--- config.mk ---
export PLATFORM = sky130hd
export DESIGN_NAME = fifo_flow_ctrl_flat
export DESIGN_NICKNAME = d
export VERILOG_FILES = /design/src/rtl/fifo_flow_ctrl_pkg.sv /design/src/rtl/fifo_flow_ctrl_if.sv /design/src/rtl/fifo_flow_ctrl_memoria_fifo.sv /design/src/rtl/fifo_flow_ctrl.sv /design/src/flat_wrapper.sv
export SDC_FILE = /design/constraint.sdc
export NUM_CORES = 1
export LEC_CHECK = 0
export ABC_AREA = 1
export BUFFER_PORTS_ARGS = -buffer_cell sky130_fd_sc_hd__buf_2
export CELL_PAD_IN_SITES_DETAIL_PLACEMENT = 0
export CELL_PAD_IN_SITES_GLOBAL_PLACEMENT = 2
export CORE_MARGIN = 3
export CORE_UTILIZATION = 35
export CTS_BUF_LIST = sky130_fd_sc_hd__clkbuf_4
export DETAILED_ROUTE_END_ITERATION = 8
export GPL_TIMING_DRIVEN = 0
export PLACE_DENSITY_LB_ADDON = 0.1
export SLEW_MARGIN = 20
export SYNTH_ARGS = -nofsm -noshare
export SYNTH_HDL_FRONTEND = slang
export SYNTH_HIERARCHICAL = 1
export SYNTH_SLANG_ARGS = --single-unit
--- constraint.sdc ---
create_clock -name clk -period 2.1 [get_ports clk]
set_input_delay 0.315 -clock clk [delete_from_list [all_inputs] [get_ports clk]]
set_output_delay 0.315 -clock clk [all_outputs]
set_load 0.005 [all_outputs]
--- src/rtl/fifo_flow_ctrl_pkg.sv ---
// -----------------------------------------------------------------------------
// fifo_flow_ctrl_pkg
// Shared defaults for the lane FIFO. The arbiters and the lane-level top use
// these same values, so the sizes are defined in one place.
//   DEF_DATA_W    payload width; the dest field is the top two bits
//   DEF_ADDR_W    address width; depth = 2**DEF_ADDR_W
//   DEF_AF_THRESH almost_full when occupancy >= this value
//   DEF_AE_THRESH almost_empty when occupancy <= this value
// -----------------------------------------------------------------------------
package fifo_flow_ctrl_pkg;

  localparam int DEF_DATA_W    = 6;
  localparam int DEF_ADDR_W    = 2;
  localparam int DEF_AF_THRESH = 3;
  localparam int DEF_AE_THRESH = 1;

endpackage : fifo_flow_ctrl_pkg

--- src/rtl/fifo_flow_ctrl_if.sv ---
// -----------------------------------------------------------------------------
// fifo_flow_ctrl_if
// Push/pop handshake and status bundle between a transaction-layer arbiter
// and one lane FIFO.
//   master : the arbiter side (drives push, pop, data_in; reads status)
//   slave  : the FIFO side (reads strobes; drives data, flags, count, errors)
// -----------------------------------------------------------------------------
interface fifo_flow_ctrl_if
  import fifo_flow_ctrl_pkg::*;
#(
  parameter int DATA_W = DEF_DATA_W,
  parameter int ADDR_W = DEF_ADDR_W
);

  logic              push;
  logic              pop;
  logic [DATA_W-1:0] data_in;
  logic [DATA_W-1:0] data_out;
  logic              valid_out;
  logic              fifo_empty;
  logic              fifo_full;
  logic              almost_full;
  logic              almost_empty;
  logic [ADDR_W:0]   count;
  logic              error_ovf;
  logic              error_udf;

  modport master (
    output push, pop, data_in,
    input  data_out, valid_out, fifo_empty, fifo_full, almost_full,
           almost_empty, count, error_ovf, error_udf
  );

  modport slave (
    input  push, pop, data_in,
    output data_out, valid_out, fifo_empty, fifo_full, almost_full,
           almost_empty, count, error_ovf, error_udf
  );

endinterface : fifo_flow_ctrl_if

--- src/rtl/fifo_flow_ctrl_memoria_fifo.sv ---
// -----------------------------------------------------------------------------
// memoria_fifo
// 2**ADDR_W x DATA_W register array for the lane FIFO.
//   clk      rising-edge clock
//   wr_en    write wr_data into mem[wr_addr] at the clock edge
//   wr_addr  write address
//   wr_data  write payload
//   rd_addr  read address (combinational read)
//   rd_data  mem[rd_addr]
// The array has no reset: a FIFO reset only clears the pointers, so stale
// contents are never observable.
// -----------------------------------------------------------------------------
module memoria_fifo #(
  parameter int DATA_W = 6,
  parameter int ADDR_W = 2
) (
  input  logic              clk,
  input  logic              wr_en,
  input  logic [ADDR_W-1:0] wr_addr,
  input  logic [DATA_W-1:0] wr_data,
  input  logic [ADDR_W-1:0] rd_addr,
  output logic [DATA_W-1:0] rd_data
);

  localparam int DEPTH = 1 << ADDR_W;

  logic [DATA_W-1:0] mem [DEPTH];

  always_ff @(posedge clk) begin
    if (wr_en) begin
      mem[wr_addr] <= wr_data;
    end
  end

  // The output register lives in the controller, so the read here is plain.
  assign rd_data = mem[rd_addr];

endmodule : memoria_fifo

--- src/rtl/fifo_flow_ctrl.sv ---
// -----------------------------------------------------------------------------
// fifo_flow_ctrl
// Single-clock circular FIFO serving one lane's arbiter push/pop strobes.
//   clk       rising-edge clock
//   reset_L   synchronous reset, active-low
//   bus       fifo_flow_ctrl_if.slave:
//               push/pop/data_in in; data_out + valid_out (registered, one
//               cycle after an accepted pop); fifo_empty, fifo_full,
//               almost_full, almost_empty, count; sticky error_ovf/error_udf
// Owns the pointers, occupancy count, status decodes, error flags and the
// data_out register; storage is in memoria_fifo.
// -----------------------------------------------------------------------------
module fifo_flow_ctrl
  import fifo_flow_ctrl_pkg::*;
#(
  parameter int DATA_W    = DEF_DATA_W,
  parameter int ADDR_W    = DEF_ADDR_W,
  parameter int AF_THRESH = DEF_AF_THRESH,
  parameter int AE_THRESH = DEF_AE_THRESH
) (
  input  logic               clk,
  input  logic               reset_L,
  fifo_flow_ctrl_if.slave    bus
);

  localparam logic [ADDR_W:0] DEPTH_CNT = (ADDR_W+1)'(2 ** ADDR_W);
  localparam logic [ADDR_W:0] AF_CNT    = (ADDR_W+1)'(AF_THRESH);
  localparam logic [ADDR_W:0] AE_CNT    = (ADDR_W+1)'(AE_THRESH);

  logic [ADDR_W-1:0] wr_ptr_q, wr_ptr_d;
  logic [ADDR_W-1:0] rd_ptr_q, rd_ptr_d;
  logic [ADDR_W:0]   count_q, count_d;
  logic [DATA_W-1:0] data_out_q, data_out_d;
  logic              valid_out_q, valid_out_d;
  logic              error_ovf_q, error_ovf_d;
  logic              error_udf_q, error_udf_d;

  logic              is_empty;
  logic              is_full;
  logic              push_ok;
  logic              pop_ok;
  logic [DATA_W-1:0] rd_data;

  // Status is a decode of the registered count, so it reflects an operation
  // the cycle after its clock edge.
  assign is_empty = (count_q == '0);
  assign is_full  = (count_q == DEPTH_CNT);

  // Acceptance is judged against the pre-edge state: a pop on empty cannot
  // consume the word pushed in the same cycle, and a push on full cannot
  // take the slot freed by a same-cycle pop.
  assign push_ok = bus.push && !is_full;
  assign pop_ok  = bus.pop  && !is_empty;

  memoria_fifo #(
    .DATA_W (DATA_W),
    .ADDR_W (ADDR_W)
  ) u_mem (
    .clk     (clk),
    .wr_en   (push_ok),
    .wr_addr (wr_ptr_q),
    .wr_data (bus.data_in),
    .rd_addr (rd_ptr_q),
    .rd_data (rd_data)
  );

  always_comb begin
    wr_ptr_d    = wr_ptr_q;
    rd_ptr_d    = rd_ptr_q;
    count_d     = count_q;
    data_out_d  = data_out_q;
    valid_out_d = 1'b0;
    error_ovf_d = error_ovf_q;
    error_udf_d = error_udf_q;

    if (push_ok) begin
      wr_ptr_d = wr_ptr_q + ADDR_W'(1);
    end

    if (pop_ok) begin
      rd_ptr_d    = rd_ptr_q + ADDR_W'(1);
      data_out_d  = rd_data;
      valid_out_d = 1'b1;
    end

    // Both accepted leaves occupancy unchanged.
    if (push_ok && !pop_ok) begin
      count_d = count_q + (ADDR_W+1)'(1);
    end else if (pop_ok && !push_ok) begin
      count_d = count_q - (ADDR_W+1)'(1);
    end

    if (bus.push && is_full) begin
      error_ovf_d = 1'b1;
    end
    if (bus.pop && is_empty) begin
      error_udf_d = 1'b1;
    end
  end

  always_ff @(posedge clk) begin
    if (!reset_L) begin
      wr_ptr_q    <= '0;
      rd_ptr_q    <= '0;
      count_q     <= '0;
      data_out_q  <= '0;
      valid_out_q <= 1'b0;
      error_ovf_q <= 1'b0;
      error_udf_q <= 1'b0;
    end else begin
      wr_ptr_q    <= wr_ptr_d;
      rd_ptr_q    <= rd_ptr_d;
      count_q     <= count_d;
      data_out_q  <= data_out_d;
      valid_out_q <= valid_out_d;
      error_ovf_q <= error_ovf_d;
      error_udf_q <= error_udf_d;
    end
  end

  assign bus.data_out     = data_out_q;
  assign bus.valid_out    = valid_out_q;
  assign bus.fifo_empty   = is_empty;
  assign bus.fifo_full    = is_full;
  assign bus.almost_full  = (count_q >= AF_CNT);
  assign bus.almost_empty = (count_q <= AE_CNT);
  assign bus.count        = count_q;
  assign bus.error_ovf    = error_ovf_q;
  assign bus.error_udf    = error_udf_q;

endmodule : fifo_flow_ctrl

--- src/flat_wrapper.sv ---
// flat-port wrapper written by rule: the top's interface ports become plain ports
module fifo_flow_ctrl_flat import fifo_flow_ctrl_pkg::*;
#(
  parameter int DATA_W    = DEF_DATA_W,
  parameter int ADDR_W    = DEF_ADDR_W,
  parameter int AF_THRESH = DEF_AF_THRESH,
  parameter int AE_THRESH = DEF_AE_THRESH
)
  (clk, reset_L, bus_push, bus_pop, bus_data_in, bus_data_out, bus_valid_out, bus_fifo_empty, bus_fifo_full, bus_almost_full, bus_almost_empty, bus_count, bus_error_ovf, bus_error_udf);
  fifo_flow_ctrl_if #(.DATA_W(DATA_W), .ADDR_W(ADDR_W)) bus_i ();
  input  logic clk;
  input  logic reset_L;
  input wire logic [$bits(bus_i.push)-1:0] bus_push;
  input wire logic [$bits(bus_i.pop)-1:0] bus_pop;
  input wire logic [$bits(bus_i.data_in)-1:0] bus_data_in;
  output wire logic [$bits(bus_i.data_out)-1:0] bus_data_out;
  output wire logic [$bits(bus_i.valid_out)-1:0] bus_valid_out;
  output wire logic [$bits(bus_i.fifo_empty)-1:0] bus_fifo_empty;
  output wire logic [$bits(bus_i.fifo_full)-1:0] bus_fifo_full;
  output wire logic [$bits(bus_i.almost_full)-1:0] bus_almost_full;
  output wire logic [$bits(bus_i.almost_empty)-1:0] bus_almost_empty;
  output wire logic [$bits(bus_i.count)-1:0] bus_count;
  output wire logic [$bits(bus_i.error_ovf)-1:0] bus_error_ovf;
  output wire logic [$bits(bus_i.error_udf)-1:0] bus_error_udf;
  assign bus_i.push = bus_push;
  assign bus_i.pop = bus_pop;
  assign bus_i.data_in = bus_data_in;
  assign bus_data_out = bus_i.data_out;
  assign bus_valid_out = bus_i.valid_out;
  assign bus_fifo_empty = bus_i.fifo_empty;
  assign bus_fifo_full = bus_i.fifo_full;
  assign bus_almost_full = bus_i.almost_full;
  assign bus_almost_empty = bus_i.almost_empty;
  assign bus_count = bus_i.count;
  assign bus_error_ovf = bus_i.error_ovf;
  assign bus_error_udf = bus_i.error_udf;
  fifo_flow_ctrl #(.DATA_W(DATA_W), .ADDR_W(ADDR_W), .AF_THRESH(AF_THRESH), .AE_THRESH(AE_THRESH)) u_core (.clk(clk), .reset_L(reset_L), .bus(bus_i));
endmodule
==> flow_metrics.env <==
export IMPL_outcome="finished, violations left"
export IMPL_violations="setup timing"
export IMPL_multiInputGateArea_sq_um=558
export IMPL_first_global_vias=1187
export IMPL_max_freq_mhz=476
export IMPL_worstMarginPinSlew_ps=641
export IMPL_cts_clk_slew_worst_paths_ps=110
export IMPL_crit_type="flop to flop"
export IMPL_synth_main_ff_cell="edfxtp_1"
export IMPL_root_buffer="clkbuf_4"
export IMPL_crit_arrival_ps=2070
export IMPL_ff_latch_area_sq_mm=0.00104
export IMPL_num_vias=1300
export IMPL_routed_wl_um=3420
export IMPL_core_sq_mm=0.00482
export IMPL_ir_drop_uv=407
export IMPL_fin_nets=247
export IMPL_synthCells=199
export IMPL_cp_slowest_cell="nor3_2"
export IMPL_crit_required_ps=2070
export IMPL_ys_seq_area_share_pct=58.6
export IMPL_syn_avg_cell_area_sq_um=8.92
export IMPL_n_antenna_cell=0
export IMPL_yosysUniqueCellTypes=19
export IMPL_post_cts_buffers=0
export IMPL_ys_warn_count=6
export IMPL_synth_top_area_share_pct=40.6
export IMPL_cts_htree_levels=2
export IMPL_grt_pass1_wl_um=5670
export IMPL_row_count=25
export IMPL_cts_buffers=5
export IMPL_post_place_ws_ps=-348
export IMPL_drt_iter0_drc=80
export IMPL_track_usage_pct=12.6
export IMPL_syn_to_final_growth_pct=16.1
export IMPL_cp_end_kind="flop"
export IMPL_setup_viol=2
export IMPL_die_x_um=77.2
export IMPL_timing_final_ws_setup_ps=-0.396
export IMPL_viasPerCell=4.35
export IMPL_start_util_pct=36.9
export IMPL_dpl_cell_area_sq_mm=0.00198
export IMPL_synth_top_cells_by_area="edfxtp_1 41%, dfxtp_1 18%, inv_1 8.9%, nand2_1 8.9%, nor2_1 4.9%"
export IMPL_syn_area_sq_mm=0.00178
export IMPL_maxCapViolCount=0
export IMPL_slowest_delay_ps=510
export IMPL_firstDrtPassIters=4
export IMPL_ios=26
export IMPL_timing_slew_headroom_pct=57.1
export IMPL_synth_edf_count=24
export IMPL_crit_chain="inv_1 -> ha_1 -> nand2_1 -> nand2_1 -> inv_1 -> inv_1 -> nor3_2"
export IMPL_synth_seq_cells=40
export IMPL_insertion_delay_ps=330
export IMPL_grt_max_degree=12
export IMPL_hpwl_um=2500
export IMPL_yosysTopAreaCell="edfxtp_1"
export IMPL_fin_crit_ps=2100
export IMPL_numPortBuffers=25
export IMPL_grt_overflow=0
export IMPL_crit_fanout=6
export IMPL_fin_skew_ps=7.81
export IMPL_leakagePower_nw=0.986
export IMPL_crit_path_frequent_cell="inv_1"
export IMPL_yosys_top_cells_count="42 x inv_1, 42 x nand2_1, 24 x edfxtp_1, 23 x nor2_1, 16 x dfxtp_1"
export IMPL_hold_path_class="input pin to flop"
export IMPL_synth_nets=215
export IMPL_hold_violations=0
export IMPL_cp_start_kind="flop"
export IMPL_drive_above_1_share_pct=18.5
export IMPL_dieArea_sq_mm=0.00596
export IMPL_fillCellCount=507
export IMPL_route_detailed_drc=0
export IMPL_die_h_um=77.2
export IMPL_async_reset_ff_share_pct=0
export IMPL_grt_setup_unrepaired="yes"
export IMPL_cts_tree="yes"
export IMPL_wl_per_cell_um=11.4
export IMPL_gp_congestion=0.700
export IMPL_drtAntennaViolNets=0
export IMPL_cts_buffer_depth=2
export IMPL_slew_viol_final=0
export IMPL_period_share_pct=100
export IMPL_power_density_mw_per_mm2=1080
export IMPL_antenna_found_initial=0
export IMPL_clock_sinks=40
export IMPL_stdcell_area_sq_mm=0.00206
## report_power, final
part	switching [mW]	leakage [nW]	total, mW	internal (mW)
Combinational	0.480	0.600	0.798	0.318
Sequential	0.0892	0.352	1.06	0.970
Clock	0.223	0.0338	0.378	0.155
## per-layer routing
metal | vias to the layer above | wire length, um | GRT usage [%]
met5 | - | 0 | 0
met4 | 0 | 57 | 4.80
met3 | 5 | 175 | 4.34
met2 | 24 | 1530 | 19.8
met1 | 586 | 1650 | 15.8
li1 | 685 | - | -
## flip-flops by register name, summed over array words and instances, names as in the netlist
name / flops
u_core/bus.count: 3
u_core/u_mem/mem: 24
u_core/wr_ptr_q: 2
u_core/bus.valid_out: 1
u_core/rd_ptr_q: 2
u_core/bus.error_udf: 1
u_core/bus.data_out: 6
u_core/bus.error_ovf: 1
## stage by stage
| step | power, mW | hold WS (ps) | util (%) | instances | TNS [ps] |
|---|---|---|---|---|---|
| 2_1_floorplan | 1.60 | 414 | - | 199 | 0 |
| 3_3_place_gp | 1.85 | 434 | 41.2 | 291 | -5920 |
| 3_5_place_dp | 1.88 | 440 | 41.2 | 291 | -7180 |
| 4_1_cts | 2.26 | 167 | 42.5 | 299 | -5710 |
| 5_1_grt | 2.46 | 144 | 42.8 | 299 | -2870 |
| 6_report | 2.23 | 190 | 42.8 | 299 | -0.597 |
## critical path, delay by kind of cell (launching register included)
family                   cells  cell delay, ps
buffers and inverters        3             360
adder cells (fa/ha/maj)      1             260
flip-flops                   1             390
AND/OR/NAND/NOR              3             730
## timing repair
item                       in CTS  in global routing
setup endpoints to repair      24                 24
gates cloned                    0                  0
hold buffers                    0                  0
resized for setup               1                  3
pin swaps                       0                  0
## cell type report
| cell class | instances | area share [%] |
|---|---|---|
| clock buffers | 7 | 2.55 |
| inverters | 45 | 8.44 |
| multi-input cells | 111 | 27.1 |
| clock inverters | 1 | 0.182 |
| plain buffers | 3 | 1.09 |
| repair buffers | 25 | 6.07 |
| flip-flops and latches | 40 | 50.5 |
| well taps | 67 | 4.07 |
## final timing paths
kind	from	to	slack (ps)	cells past startpoint
max	u_core/bus.count[0]$_SDFFE_PN0P_	u_core/u_mem/mem[3][4]$_DFFE_PP_	-0.4	7
max reg2reg	u_core/bus.count[0]$_SDFFE_PN0P_	u_core/u_mem/mem[3][4]$_DFFE_PP_	-0.4	7
min	bus_data_in[2]	u_core/u_mem/mem[1][2]$_DFFE_PP_	190	1
min reg2reg	u_core/bus.error_udf$_SDFFE_PN0P_	u_core/bus.error_udf$_SDFFE_PN0P_	450	2
## placed cells by master (no fill, tap or decap)
master,n
nand2_1,42
inv_1,42
buf_2,25
edfxtp_1,24
nor2_1,23
dfxtp_1,16
nand3_1,14
o21ai_0,8
clkbuf_4,7
a21oi_1,6
ha_1,6
nor3_2,4
o21ai_1,3
inv_2,2
nand2_4,2
nand4_1,2
clkinv_1,1
clkbuf_1,1
clkinv_4,1
xnor2_1,1
buf_6,1
buf_4,1
## cell families (layout without fill, tap and decap cells)
| logic type | after synthesis | in the layout | synth area share [%] |
|---|---|---|---|
| flip-flops | 40 | 40 | 58.6 |
| XOR/XNOR | 1 | 1 | 0.493 |
| AO/OA/AOI/OAI | 17 | 17 | 4.79 |
| adder cells (fa/ha/maj) | 6 | 6 | 4.23 |
| AND/OR/NAND/NOR | 87 | 87 | 20.8 |
| buffers and inverters | 48 | 81 | 11.1 |
(Power assumes the default switching activity.)
